File: config.mk
export PLATFORM = sky130hd
export DESIGN_NAME = pc_redirect_ctrl_flat
export DESIGN_NICKNAME = d
export VERILOG_FILES = /design/src/rtl/pc_redirect_ctrl_if.sv /design/src/rtl/pc_redirect_ctrl.sv /design/src/flat_wrapper.sv
export SDC_FILE = /design/constraint.sdc
export NUM_CORES = 1
export LEC_CHECK = 0
export CORE_MARGIN = 3
export CORE_UTILIZATION = 44
export DETAILED_ROUTE_END_ITERATION = 10
export PLACE_DENSITY = 0.9
export SLEW_MARGIN = 20
export SYNTH_ARGS = -nofsm -noshare
export SYNTH_HDL_FRONTEND = slang
export SYNTH_SLANG_ARGS = --single-unit
File: constraint.sdc
create_clock -name clk -period 2.4 [get_ports clk]
set_clock_uncertainty 0.2 [all_clocks]
set_input_delay 0.48 -clock clk [delete_from_list [all_inputs] [get_ports clk]]
set_output_delay 0.48 -clock clk [all_outputs]
set_load 0.02 [all_outputs]
File: src/rtl/pc_redirect_ctrl_if.sv
// Request, stack and PC-redirect signals between the pipeline, the stack port and the
// control-flow sequencer. The master side drives requests; the slave side is the sequencer.
interface pc_redirect_ctrl_if;
  logic        int_req;
  logic        jmp_req;
  logic [31:0] jmp_dst;
  logic        ret_req;
  logic        pipe_stall_in;
  logic [31:0] pc_cur;
  logic [15:0] stk_rdata;
  logic        stk_push;
  logic        stk_pop;
  logic [15:0] stk_wdata;
  logic        pc_int;
  logic        pc_jmp;
  logic        pc_jwsp;
  logic [31:0] pc_dst;
  logic [31:0] pc_acc;
  logic        pc_stall;
  logic        flush;

  modport master (
    output int_req, jmp_req, jmp_dst, ret_req, pipe_stall_in, pc_cur, stk_rdata,
    input  stk_push, stk_pop, stk_wdata, pc_int, pc_jmp, pc_jwsp, pc_dst, pc_acc,
           pc_stall, flush
  );

  modport slave (
    input  int_req, jmp_req, jmp_dst, ret_req, pipe_stall_in, pc_cur, stk_rdata,
    output stk_push, stk_pop, stk_wdata, pc_int, pc_jmp, pc_jwsp, pc_dst, pc_acc,
           pc_stall, flush
  );
endinterface

File: src/rtl/pc_redirect_ctrl.sv
// Control-flow sequencer: jumps, interrupt entry (two-word return-PC push) and
// RET/RTI (two-word pop). All outputs are registered and reflect the state being entered.
module pc_redirect_ctrl (
  input logic               clk,
  input logic               reset,
  pc_redirect_ctrl_if.slave bus
);

  typedef enum logic [2:0] {
    IDLE     = 3'd0,
    PUSH_HI  = 3'd1,
    PUSH_LO  = 3'd2,
    INT_GO   = 3'd3,
    POP_LO   = 3'd4,
    POP_HI   = 3'd5,
    POP_WAIT = 3'd6,
    RET_GO   = 3'd7
  } state_t;

  state_t      state_r;
  logic        int_pend_r;
  logic [31:0] saved_pc_r;
  logic [15:0] ret_lo_r;

  logic        idle_go_s;
  logic        accept_jmp_s;
  logic        accept_ret_s;
  logic        accept_int_s;

  // Acceptance in IDLE: jump beats return beats a pending interrupt
  assign idle_go_s    = (state_r == IDLE) && !bus.pipe_stall_in;
  assign accept_jmp_s = idle_go_s && bus.jmp_req;
  assign accept_ret_s = idle_go_s && !bus.jmp_req && bus.ret_req;
  assign accept_int_s = idle_go_s && !bus.jmp_req && !bus.ret_req && int_pend_r;

  // Sequencer state, pending interrupt and registered redirect/stack outputs
  always_ff @(posedge clk) begin
    if (reset) begin
      state_r       <= IDLE;
      int_pend_r    <= 1'b0;
      saved_pc_r    <= 32'h0000_0000;
      ret_lo_r      <= 16'h0000;
      bus.stk_push  <= 1'b0;
      bus.stk_pop   <= 1'b0;
      bus.stk_wdata <= 16'h0000;
      bus.pc_int    <= 1'b0;
      bus.pc_jmp    <= 1'b0;
      bus.pc_jwsp   <= 1'b0;
      bus.pc_dst    <= 32'h0000_0000;
      bus.pc_acc    <= 32'h0000_0000;
      bus.pc_stall  <= 1'b0;
      bus.flush     <= 1'b0;
    end else begin
      bus.stk_push  <= 1'b0;
      bus.stk_pop   <= 1'b0;
      bus.stk_wdata <= 16'h0000;
      bus.pc_int    <= 1'b0;
      bus.pc_jmp    <= 1'b0;
      bus.pc_jwsp   <= 1'b0;
      bus.flush     <= 1'b0;
      bus.pc_stall  <= bus.pipe_stall_in;
      // A new request wins over a same-cycle clear
      int_pend_r    <= bus.int_req | (int_pend_r & ~accept_int_s);
      case (state_r)
        IDLE: begin
          if (accept_jmp_s) begin
            bus.pc_jmp <= 1'b1;
            bus.pc_dst <= bus.jmp_dst;
            bus.flush  <= 1'b1;
            state_r    <= IDLE;
          end else if (accept_ret_s) begin
            bus.stk_pop  <= 1'b1;
            bus.pc_stall <= 1'b1;
            state_r      <= POP_LO;
          end else if (accept_int_s) begin
            saved_pc_r    <= bus.pc_cur;
            bus.stk_push  <= 1'b1;
            bus.stk_wdata <= bus.pc_cur[31:16];
            bus.pc_stall  <= 1'b1;
            state_r       <= PUSH_HI;
          end else begin
            state_r <= IDLE;
          end
        end
        PUSH_HI: begin
          bus.stk_push  <= 1'b1;
          bus.stk_wdata <= saved_pc_r[15:0];
          bus.pc_stall  <= 1'b1;
          state_r       <= PUSH_LO;
        end
        PUSH_LO: begin
          bus.pc_int <= 1'b1;
          bus.flush  <= 1'b1;
          state_r    <= INT_GO;
        end
        INT_GO: begin
          state_r <= IDLE;
        end
        POP_LO: begin
          bus.stk_pop  <= 1'b1;
          bus.pc_stall <= 1'b1;
          state_r      <= POP_HI;
        end
        POP_HI: begin
          // Low word answers the first pop
          ret_lo_r     <= bus.stk_rdata;
          bus.pc_stall <= 1'b1;
          state_r      <= POP_WAIT;
        end
        POP_WAIT: begin
          bus.pc_acc  <= {bus.stk_rdata, ret_lo_r};
          bus.pc_jwsp <= 1'b1;
          bus.flush   <= 1'b1;
          state_r     <= RET_GO;
        end
        RET_GO: begin
          state_r <= IDLE;
        end
        default: begin
          state_r <= IDLE;
        end
      endcase
    end
  end

endmodule

File: src/flat_wrapper.sv
// flat-port wrapper written by rule: the top's interface ports become plain ports
module pc_redirect_ctrl_flat 
  (clk, reset, bus_int_req, bus_jmp_req, bus_jmp_dst, bus_ret_req, bus_pipe_stall_in, bus_pc_cur, bus_stk_rdata, bus_stk_push, bus_stk_pop, bus_stk_wdata, bus_pc_int, bus_pc_jmp, bus_pc_jwsp, bus_pc_dst, bus_pc_acc, bus_pc_stall, bus_flush);
  pc_redirect_ctrl_if bus_i ();
  input logic clk;
  input logic reset;
  input wire logic [$bits(bus_i.int_req)-1:0] bus_int_req;
  input wire logic [$bits(bus_i.jmp_req)-1:0] bus_jmp_req;
  input wire logic [$bits(bus_i.jmp_dst)-1:0] bus_jmp_dst;
  input wire logic [$bits(bus_i.ret_req)-1:0] bus_ret_req;
  input wire logic [$bits(bus_i.pipe_stall_in)-1:0] bus_pipe_stall_in;
  input wire logic [$bits(bus_i.pc_cur)-1:0] bus_pc_cur;
  input wire logic [$bits(bus_i.stk_rdata)-1:0] bus_stk_rdata;
  output wire logic [$bits(bus_i.stk_push)-1:0] bus_stk_push;
  output wire logic [$bits(bus_i.stk_pop)-1:0] bus_stk_pop;
  output wire logic [$bits(bus_i.stk_wdata)-1:0] bus_stk_wdata;
  output wire logic [$bits(bus_i.pc_int)-1:0] bus_pc_int;
  output wire logic [$bits(bus_i.pc_jmp)-1:0] bus_pc_jmp;
  output wire logic [$bits(bus_i.pc_jwsp)-1:0] bus_pc_jwsp;
  output wire logic [$bits(bus_i.pc_dst)-1:0] bus_pc_dst;
  output wire logic [$bits(bus_i.pc_acc)-1:0] bus_pc_acc;
  output wire logic [$bits(bus_i.pc_stall)-1:0] bus_pc_stall;
  output wire logic [$bits(bus_i.flush)-1:0] bus_flush;
  assign bus_i.int_req = bus_int_req;
  assign bus_i.jmp_req = bus_jmp_req;
  assign bus_i.jmp_dst = bus_jmp_dst;
  assign bus_i.ret_req = bus_ret_req;
  assign bus_i.pipe_stall_in = bus_pipe_stall_in;
  assign bus_i.pc_cur = bus_pc_cur;
  assign bus_i.stk_rdata = bus_stk_rdata;
  assign bus_stk_push = bus_i.stk_push;
  assign bus_stk_pop = bus_i.stk_pop;
  assign bus_stk_wdata = bus_i.stk_wdata;
  assign bus_pc_int = bus_i.pc_int;
  assign bus_pc_jmp = bus_i.pc_jmp;
  assign bus_pc_jwsp = bus_i.pc_jwsp;
  assign bus_pc_dst = bus_i.pc_dst;
  assign bus_pc_acc = bus_i.pc_acc;
  assign bus_pc_stall = bus_i.pc_stall;
  assign bus_flush = bus_i.flush;
  pc_redirect_ctrl u_core (.clk(clk), .reset(reset), .bus(bus_i));
endmodule
# Word-level counts from Yosys, hierarchy flattened
# Index checks and enable logic that the tools add are counted.
# totals
regBits,123
in_bits,86
word_cells,66
# classes
eq_ne,7
mux,23
n_bitwise,6
n_reduce_logical,16
# op_table
op,count
$mux 16,3
$pmux 16 s2,1
$pmux 3 s7,1
$eq 3x3->1 const B,4
$mux 1,12
$pmux 1 s2,4
$eq 3x2->1 const B,2
$logic_and 1x1->1,6
$mux 3,2
$reduce_or 2->1,3
$not 1->1,4
$reduce_and 4->1,1
$eq 3x1->1 const B,1
$logic_not 1->1,3
$logic_not 3->1,1
$reduce_or 3->1,1
$reduce_and 2->1,1
$and 1x1->1,1
$or 1x1->1,1

# Depth between registers and ports, before layout
# Gate-level depths: netlist of the first run.
# depth
word_depth,9
mapped_depth,8
depth_no_buf,5

# Worst setup path after synthesis of the first run
# OpenSTA, ideal clock, no wires.
# synth_path
kind,reg-to-reg
startpoint,reg u_core.state_r[0]
endpoint,reg u_core.saved_pc_r[5]
setup_time_ns,0.122
arrival_time_ns,1.365
required_ns,2.078
slack_ns,0.713
stages_incl_launch_ff,7
n_path_buf,1
synth_period_minus_slack_ns,1.687
path_cell_list,dfxtp_1 -> inv_1 -> ha_1 -> nor4b_4 -> and2_2 -> buf_4 -> o21ai_0
# synth_via
elab_chain_cells,6
# synth_lines
item,line,text
from (decl),pc_redirect_ctrl.sv:20,state_t state_r;
from (signal assigned),pc_redirect_ctrl.sv:39,state_r <= IDLE;
from (signal assigned),pc_redirect_ctrl.sv:70,state_r <= IDLE;
from (signal assigned),pc_redirect_ctrl.sv:74,state_r <= POP_LO;
$logic_not 3->1 *,"pc_redirect_ctrl.sv:31, pc_redirect_ctrl.sv:64",
$logic_and 1x1->1,pc_redirect_ctrl.sv:31,assign idle_go_s = (state_r == IDLE) && !bus.pipe_stall_in;
$logic_and 1x1->1,"pc_redirect_ctrl.sv:33, pc_redirect_ctrl.sv:34",
"$logic_and 1x1->1, on equally long branches","pc_redirect_ctrl.sv:34, pc_redirect_ctrl.sv:33",
$logic_and 1x1->1 or $not 1->1 (tied branches),--,
$reduce_and 4->1 (no line) *,--,
to (signal assigned),pc_redirect_ctrl.sv:76,saved_pc_r <= bus.pc_cur;
to (decl),pc_redirect_ctrl.sv:22,logic [31:0] saved_pc_r;
# Every way passes the cells marked *; elsewhere a longest branch is shown, timed or not.
# A chain may end at the register's enable or synchronous reset.

# Worst setup path in the final report of the first run
# layout_path
startpoint,reg u_core.bus.pc_acc[2]
endpoint,out bus_pc_acc[2]
# layout_lines
item,line,text
from (decl),pc_redirect_ctrl_if.sv:30,"output stk_push, stk_pop, stk_wdata, pc_int, pc_jmp, pc_jwsp, pc_dst, pc_acc,"
from (signal assigned),pc_redirect_ctrl.sv:111,"bus.pc_acc <= {bus.stk_rdata, ret_lo_r};"
to (decl),flat_wrapper.sv:21,output wire logic [$bits(bus_i.pc_acc)-1:0] bus_pc_acc;
# No word-level cell between the ends.

==> results of run 1 <==
through the flow:
stage	area (sq um)	util [%]
finish	6830	68.9
global route	6830	68.9
CTS	6820	68.9
floorplan	4540	-
detailed placement	6290	63.5
global placement	6290	63.5
cell type report:
type / instances / area [sq um] / area share, %
clock buffers: 19 / 432 / 6.32
inverters: 2 / 7.51 / 0.110
multi-input cells: 363 / 1820 / 26.7
clock inverters: 13 / 98.8 / 1.45
repair buffers: 181 / 1840 / 26.9
flip-flops and latches: 123 / 2460 / 36.1
well taps: 133 / 166 / 2.44
metal layers:
layer	global-route usage (%)	vias up	part of all wire, %
met5	0	-	0
met4	6.85	0	1.1
met3	8.82	17	9.4
met2	36.2	169	50
li1	-	2089	-
met1	25.5	1967	40
flip-flops by register name, summed over array words and instances, names as in the netlist, 3 cells and up:
register              count
u_core.state_r            3
u_core.ret_lo_r          16
u_core.bus.stk_wdata     16
u_core.bus.pc_dst        32
u_core.bus.pc_acc        32
u_core.saved_pc_r        16
how the worst min path moves through the flow:
stage / start / endpoint / slack (ps) / cells after the start
global route: reset / u_core.state_r[2] / 150 / 2
global placement: u_core.ret_lo_r[3] / u_core.bus.pc_acc[3] / 240 / 2
finish: reset / u_core.state_r[0] / 160 / 2
detailed placement: u_core.bus.pc_acc[17] / u_core.bus.pc_acc[17] / 250 / 2
floorplan: u_core.ret_lo_r[0] / u_core.bus.pc_acc[0] / 230 / 2
CTS: reset / u_core.state_r[2] / 130 / 2
power by group through the flow:
| stage | Clock (uW) | Sequential (uW) | Combinational [uW] |
|---|---|---|---|
| 2_1_floorplan | 0 | 2250 | 276 |
| 3_3_place_gp | 0 | 2190 | 618 |
| 3_5_place_dp | 0 | 2190 | 637 |
| 4_1_cts | 2260 | 2150 | 641 |
| 5_1_grt | 2370 | 2160 | 692 |
| 6_report | 2240 | 2150 | 643 |
logic make-up after synthesis:
logic type / count (synthesis)
DFF: 123
buffers and inverters: 47
AOI/OAI and AO/OA: 122
and+or+nand+nor: 236
adders and majority gates: 5
cell usage in the layout, fill, tap and decap left out, types with 2 or more instances in the layout:
cell and count:
and2_1 3, nand2b_1 16, a21oi_1 83, nand2_1 163, dfxtp_1 123, clkdlybuf4s50_1 171
clkinv_2 2, clkinv_4 5, inv_1 2, clkbuf_8 2, buf_12 4, clkinvlp_4 6
ha_1 5, clkbuf_16 16, a31oi_1 2, a32oi_1 16, nand4b_1 16, o21ai_0 16
nor2b_2 2, buf_4 6, nor2_1 27, nor2b_1 2
==> qor.csv, run 1 <==
metric;value;unit
Diodes inserted;0;
Int Power;3720;uW
Setup Viol. Count Final;0;
Routed WL;12500;um
DP HPWL;8520;um
number of synthesized flops with an enable pin;0;
RSZ-0062 raised after global routing;no;
CTS Root Cell;clkbuf_8;
CP max FO;2;
post-CTS setup buffer count;0;
Setup crit end;bus_pc_acc[2];
mux cell area share after synthesis;0;%
hold buffers post-CTS;0;
Hold Crit Class;primary input to flop;
Hold WS;161;ps
port buffer count;172;
CP top delay family;buffers and inverters;
# IOs;173;
maximum number of pins on one net before global-route repair;61;
first-pass GRT wire length;20000;um
CP Buf/Inv Count;1;
Cell Chain, Critical Path;clkdlybuf4s50_1;
total power;5030;uW
Worst EP arrival;1500;ps
sw frac;26.0;%
vias per cell;5.09;
DR vias;4242;
H-tree depth;4;
Req. time, crit path;1720;ps
asr flop ratio synth;0;%
synth cell count leaders;nand2_1, dfxtp_1, a21oi_1, nor2_1, clkbuf_1;
final worst path period share;91.0;%
row count;36;
simple-gate share of the synthesized area;23.6;%
total grt overflow;0;
status;completed;
DRT Pass-1 Iters;5;
Clock Power Share;44.5;%
Startpoint Class;flop;
clk slew on worst S/H paths;60;ps
core outline area;0.00991;sq mm
post-cts gate resize count;0;
Slew @ Worst Pin;678;ps
WS Path Type;flop to primary output;
count leader, synth;nand2_1;
Clock Sink Count;123;
Final Hold Fails;0;
Post-synth top flop;dfxtp_1;
GR Util All Layers;21.7;%
Initial Util;45.8;%
CP max stage cell;clkdlybuf4s50_1;
Combinational Power Share;12.8;%
die footprint;0.0116;sq mm
largest family of logic cells by synthesized area;simple AND/OR/NAND/NOR gates;
worst r2r dst;u_core.saved_pc_r[9];
Cells after Synth;533;
Final GP Congestion;0.838;
post-route ant nets;0;
Compound-Gate Fraction of Synth Area;15.1;%
DRT iter0 DRCs;210;
R2R depth;6;
critical path startpoint;u_core.bus.pc_acc[2];
Leak;0.00235;uW
Slew Viols, Final;0;
Synth cell types;29;
yosys warns;0;
Flop pwr share;42.8;%
NumNets Final;779;
max_cap viols;0;
Achievable Freq;458;MHz
pre-CTS setup slack;189;ps
fillcell total;745;
syn_area_per_cell;8.51;sq um
initial antenna violation count;0;
Chip Width;108;um
worst r2r src;u_core.state_r[0];
share of cells above drive strength 1;6.70;%
mapped cell area;0.00454;sq mm
total negative slack;0;ps
Die Ht;108;um
Max Buffers Root-to-Sink;2;
pwr/cell area;737;mW/mm^2
vias in the first global route;4104;
Post-route DRC;0;
Synth area leaders;dfxtp_1, nand2_1, a21oi_1;
register area share after synthesis;54.3;%
crit end category;primary output;
Worst path max stage delay;650;ps
switching power;1310;uW
adder-cell share of the synthesized area;1.38;%
cell depth of the worst setup path;1;
placed cell count;802;
Synth Area in XOR/XNOR;0;%
Worst R2R Setup Slack;420;ps
area leader, netlist;dfxtp_1;
Min Clock Period, post-route;2180;ps
Synthesized Nets;624;
final non-filler cell total;834;
peak supply drop;426;uV
area grow syn2layout;50.5;%
share of the synthesized area in the top cell type;54.3;%
worst skew pair latency;520;ps
max_slew headroom;54.8;%
CTS Buf Count;17;
DR WL/cell;15.0;um
final worst slack;217;ps
CTS tree;built;
Yosys reg bits;123;
Power figures use the tool's default switching activity.
==> inputs of run 2 (changes only) <==
--- a/config.mk
+++ b/config.mk
@@ -8,7 +8,8 @@
 export CORE_MARGIN = 3
 export CORE_UTILIZATION = 44
 export DETAILED_ROUTE_END_ITERATION = 10
-export PLACE_DENSITY = 0.9
+export MAX_ROUTING_LAYER = met4
+export PLACE_DENSITY = 0.76
 export SLEW_MARGIN = 20
 export SYNTH_ARGS = -nofsm -noshare
 export SYNTH_HDL_FRONTEND = slang
==> qor.csv, run 2 (synthesized netlist as in run 1, its figures left out) <==
metric;value;unit;change
pre-CTS setup slack;179;ps;-9.67 ps
die footprint;0.0116;sq mm;unchanged
worst r2r dst;u_core.bus.stk_pop;;
# IOs;173;;unchanged
WHS Path Cells;2;;unchanged
max_slew headroom;49.7;%;-5.1 points
port buffer count;172;;unchanged
routed length on met1;5280;um;+6.7%
peak supply drop;511;uV;+20%
Worst EP arrival;1490;ps;about the same
final worst slack;227;ps;+10.2 ps
DRT Pass-1 Iters;4;;-1
Post-route DRC;0;;unchanged
post-CTS setup buffer count;0;;unchanged
total negative slack;0;ps;unchanged
Hold Crit Class;primary input to flop;;
pwr/cell area;781;mW/mm^2;+6.0%
CTS Root Cell;clkbuf_8;;
post-route ant nets;0;;unchanged
Max Buffers Root-to-Sink;2;;unchanged
max_cap viols;0;;unchanged
most frequent cells in the layout;clkdlybuf4s50_1, nand2_1, dfxtp_1, a21oi_1, nor2_1;;
routed length on met3;976;um;-17%
Cell Chain, Critical Path;clkdlybuf4s50_1;;
vias in the first global route;4149;;+1.1%
area grow syn2layout;52.9;%;
final worst path period share;90.5;%;-0.42 points
Routed WL;12500;um;-0.34%
Final Hold Fails;0;;unchanged
CP max FO;2;;unchanged
share of cells above drive strength 1;7.36;%;+0.65 points
Hold WS;204;ps;+43.2 ps
CTS Buf Count;17;;unchanged
maximum number of pins on one net before global-route repair;54;;-11%
Clock Sink Count;123;;unchanged
Max Used Layer;met4;;
Chip Width;108;um;unchanged
Achievable Freq;460;MHz;+0.47%
GR Util All Layers;22.7;%;+0.99 points
Worst R2R Setup Slack;550;ps;+130 ps
vias per cell;5.04;;-0.95%
worst r2r src;u_core.state_r[0];;
Req. time, crit path;1720;ps;about the same
cell depth of the worst setup path;1;;unchanged
DR WL/cell;14.9;um;-1.1%
core outline area;0.00991;sq mm;unchanged
hold buffers post-CTS;0;;unchanged
critical path startpoint;u_core.bus.pc_acc[9];;
clk slew on worst S/H paths;60;ps;about the same
DRT iter0 DRCs;215;;+2.4%
first-pass GRT wire length;20300;um;+1.6%
Setup crit end;bus_pc_acc[9];;
Startpoint Class;flop;;
DR vias;4232;;-0.24%
Final GP Congestion;0.801;;-4.3%
Diodes inserted;0;;unchanged
total power;5420;uW;+7.7%
Die Ht;108;um;unchanged
NumNets Final;785;;+0.77%
Finished Core Util;70.0;%;+1.1 points
fillcell total;781;;+4.8%
Worst path max stage delay;650;ps;about the same
Slew Viols, Final;0;;unchanged
CP top delay family;buffers and inverters;;
crit end category;primary output;;
Min Clock Period, post-route;2170;ps;-10.2 ps
Leak;0.00242;uW;+3.2%
row count;36;;unchanged
CP Buf/Inv Count;1;;unchanged
H-tree depth;4;;unchanged
initial antenna violation count;0;;unchanged
Slew @ Worst Pin;751;ps;+72.6 ps
RSZ-0062 raised after global routing;no;;
CTS tree;built;;
DP HPWL;8260;um;-3.0%
DR WL met2;5960;um;-4.7%
worst skew pair latency;510;ps;about the same
status;completed;;
total grt overflow;0;;unchanged
most common cell after layout, fill and taps aside;clkdlybuf4s50_1;;
WS Path Type;flop to primary output;;
Initial Util;45.8;%;unchanged
Setup Viol. Count Final;0;;unchanged
R2R depth;6;;unchanged
Largest regs;u_core.bus.pc_acc (32), u_core.bus.pc_dst (32);;
CP max stage cell;clkdlybuf4s50_1;;
post-cts gate resize count;0;;unchanged
[run 2: cell types whose count changed in the layout (fill, tap and decap cells not counted)]
cell and delta:
clkinv_2 +2, buf_12 -1, clkinv_4 -4, clkinvlp_4 -3, clkbuf_1 +1, bufinv_16 +4, buf_4 +7
[run 2: worst min-delay path by stage]
| stage | startpoint | endpoint |
|---|---|---|
| 2_1_floorplan | u_core.ret_lo_r[0] | u_core.bus.pc_acc[0] |
| 3_3_place_gp | u_core.ret_lo_r[4] | u_core.bus.pc_acc[4] |
| 3_5_place_dp | u_core.ret_lo_r[7] | u_core.bus.pc_acc[7] |
| 4_1_cts | reset | u_core.state_r[0] |
| 5_1_grt | reset | u_core.state_r[0] |
| 6_report | reset | u_core.state_r[0] |
[run 2: stage by stage]
stage	instance area [sq um]	instances
6_report	6930	840
5_1_grt	6930	840
4_1_cts	6930	840
3_5_place_dp	6330	808
3_3_place_gp	6320	808
2_1_floorplan	4540	533
[run 2: worst register-to-register path, cell delays in order (launching register included)]
cell     delay (ps)
dfxtp_1         330
inv_1           110
ha_1            230
nor4b_4         270
buf_4           340
a21oi_1         120
nor3b_1         180
[run 2: routing by layer]
metal	vias to the layer above	track usage [%]
li1	2098	-
met1	1955	27.6
met2	153	35.1
met3	26	7.74
met4	0	8.57
met5	-	-
[run 2: area by class of cell]
cell class | instances | area, sq um | share of cell area [%]
inverter | 2 | 7.51 | 0.108
clock inverter | 12 | 171 | 2.47
tap | 133 | 166 | 2.40
timing repair buffer | 187 | 1870 | 27.0
clock buffer | 20 | 435 | 6.28
sequential | 123 | 2460 | 35.5
multi-input combinational | 363 | 1820 | 26.3
[run 2: power by group]
group / switching (uW) / leakage, uW / internal, uW
clock: 900 / 0.000291 / 1710
combinational: 336 / 0.00113 / 326
sequential: 37.7 / 0.000996 / 2110
==> inputs of run 3 (changes only) <==
--- a/config.mk
+++ b/config.mk
@@ -5,7 +5,7 @@
 export SDC_FILE = /design/constraint.sdc
 export NUM_CORES = 1
 export LEC_CHECK = 0
-export CORE_MARGIN = 3
+export CORE_MARGIN = 4
 export CORE_UTILIZATION = 44
 export DETAILED_ROUTE_END_ITERATION = 10
 export MAX_ROUTING_LAYER = met4
==> qor.csv, run 3 (synthesized netlist as in run 1, its figures left out) <==
metric;value;unit;change
WHS Path Cells;2;;unchanged
Chip Width;110;um;+1.9%
RSZ-0062 raised after global routing;no;;
total negative slack;0;ps;unchanged
share of cells above drive strength 1;7.23;%;-0.12 points
Die Ht;110;um;+1.9%
Req. time, crit path;1720;ps;about the same
core outline area;0.00991;sq mm;unchanged
port buffer count;172;;unchanged
vias per cell;5.09;;+1.1%
Cell Chain, Critical Path;clkdlybuf4s50_1;;
worst r2r dst;u_core.bus.stk_wdata[7];;
die footprint;0.0120;sq mm;+3.8%
CP max stage cell;clkdlybuf4s50_1;;
first-pass GRT wire length;20300;um;-0.48%
max_cap viols;0;;unchanged
total power;5070;uW;-6.3%
Post-route DRC;0;;unchanged
Hold Crit Class;primary input to flop;;
hold buffers post-CTS;0;;unchanged
Final Hold Fails;0;;unchanged
cell depth of the worst setup path;1;;unchanged
placed cell count;806;;-0.25%
Slew Viols, Final;0;;unchanged
peak supply drop;480;uV;-6.0%
DRT iter0 DRCs;184;;-14%
Setup Viol. Count Final;0;;unchanged
Min Clock Period, post-route;2160;ps;-12.1 ps
post-CTS setup buffer count;0;;unchanged
DR vias;4269;;+0.87%
Slew @ Worst Pin;784;ps;+32.8 ps
total grt overflow;0;;unchanged
Leak;0.00236;uW;-2.5%
final worst path period share;90.0;%;-0.50 points
worst hold start;reset;;
post-route ant nets;0;;unchanged
vias in the first global route;4316;;+4.0%
Clock Sink Count;123;;unchanged
Final Cell Area;0.00685;sq mm;-1.2%
Largest regs;u_core.bus.pc_acc (32), u_core.bus.pc_dst (32);;
Startpoint Class;flop;;
Diodes inserted;0;;unchanged
CP max FO;2;;unchanged
most frequent cells in the layout;clkdlybuf4s50_1, nand2_1, dfxtp_1, a21oi_1, nor2_1;;
row count;36;;unchanged
Achievable Freq;463;MHz;+0.56%
clk slew on worst S/H paths;60;ps;about the same
most common cell after layout, fill and taps aside;clkdlybuf4s50_1;;
Worst EP arrival;1480;ps;about the same
worst r2r src;u_core.state_r[0];;
crit end category;primary output;;
WS Path Type;flop to primary output;;
DRT Pass-1 Iters;4;;unchanged
DP Area;0.00631;sq mm;-0.24%
NumNets Final;783;;-0.25%
post-cts gate resize count;0;;unchanged
Max Buffers Root-to-Sink;2;;unchanged
CTS Buf Count;17;;unchanged
hold endpoint;u_core.bus.pc_stall;;
area grow syn2layout;51.0;%;
CP top delay family;buffers and inverters;;
Routed WL;12800;um;+2.2%
Final GP Congestion;0.794;;-0.96%
Worst path max stage delay;650;ps;about the same
status;completed;;
R2R depth;6;;unchanged
CTS tree;built;;
Initial Util;45.8;%;unchanged
initial antenna violation count;0;;unchanged
worst skew pair latency;500;ps;about the same
maximum number of pins on one net before global-route repair;42;;-22%
Worst R2R Setup Slack;360;ps;-190 ps
pwr/cell area;740;mW/mm^2;-5.2%
CTS Root Cell;clkbuf_8;;
H-tree depth;4;;unchanged
CP Buf/Inv Count;1;;unchanged
max_slew headroom;47.5;%;-2.2 points
final non-filler cell total;838;;-0.24%
GR Util All Layers;22.0;%;-0.71 points
DP HPWL;8780;um;+6.2%
DR WL/cell;15.2;um;+2.4%
fillcell total;808;;+3.5%
Finished Core Util;69.1;%;-0.85 points
# IOs;173;;unchanged
==> run 3: cell count changes in the layout (fill, tap and decap cells not counted), sizes merged <==
| cell | delta |
|---|---|
| clkinv | -2 |
| buf | -2 |
| clkinvlp | +4 |
| bufinv | -4 |
| inv | +2 |
==> run 3: worst max path at each step <==
stage | start | end | slack (ps)
after floorplan | u_core.state_r[0] | u_core.saved_pc_r[5] | 710
after global placement | bus_pipe_stall_in | u_core.bus.stk_wdata[14] | 240
after detailed placement | bus_pipe_stall_in | u_core.bus.stk_wdata[7] | 150
after CTS | u_core.bus.pc_acc[2] | bus_pc_acc[2] | 200
after global routing | u_core.bus.pc_acc[2] | bus_pc_acc[2] | 150
final | u_core.bus.pc_acc[1] | bus_pc_acc[1] | 240
==> run 3: routing by layer <==
metal	up-vias	track usage [%]	share of wire [%]
met4	0	7.93	1.7
met3	18	7.81	7.6
li1	2100	-	-
met1	2020	25.5	42
met2	131	35.3	49
met5	-	-	0
==> run 3: metrics by stage <==
step / hold WS, ps / setup WS, ps
3_3_place_gp: 237 / 237
5_1_grt: 68.8 / 155
6_report: 68.7 / 239
4_1_cts: 43.7 / 203
2_1_floorplan: 232 / 713
3_5_place_dp: 245 / 147
==> run 3: area by class of cell <==
class                      instances  area [sq um]  area share, %
timing repair buffer             185          1850           27.1
multi-input combinational        363          1820           26.6
clock inverter                    12          92.6           1.35
tap                              133           166           2.43
clock buffer                      20           445           6.50
inverter                           2          7.51          0.110
sequential                       123          2460           35.9
==> run 3: power by group <==
group	switching, uW	leakage (uW)	internal, uW
Combinational	332	0.00112	320
Sequential	39.0	0.000996	2110
Clock	944	0.000242	1330
Total	1310	0.00236	3760
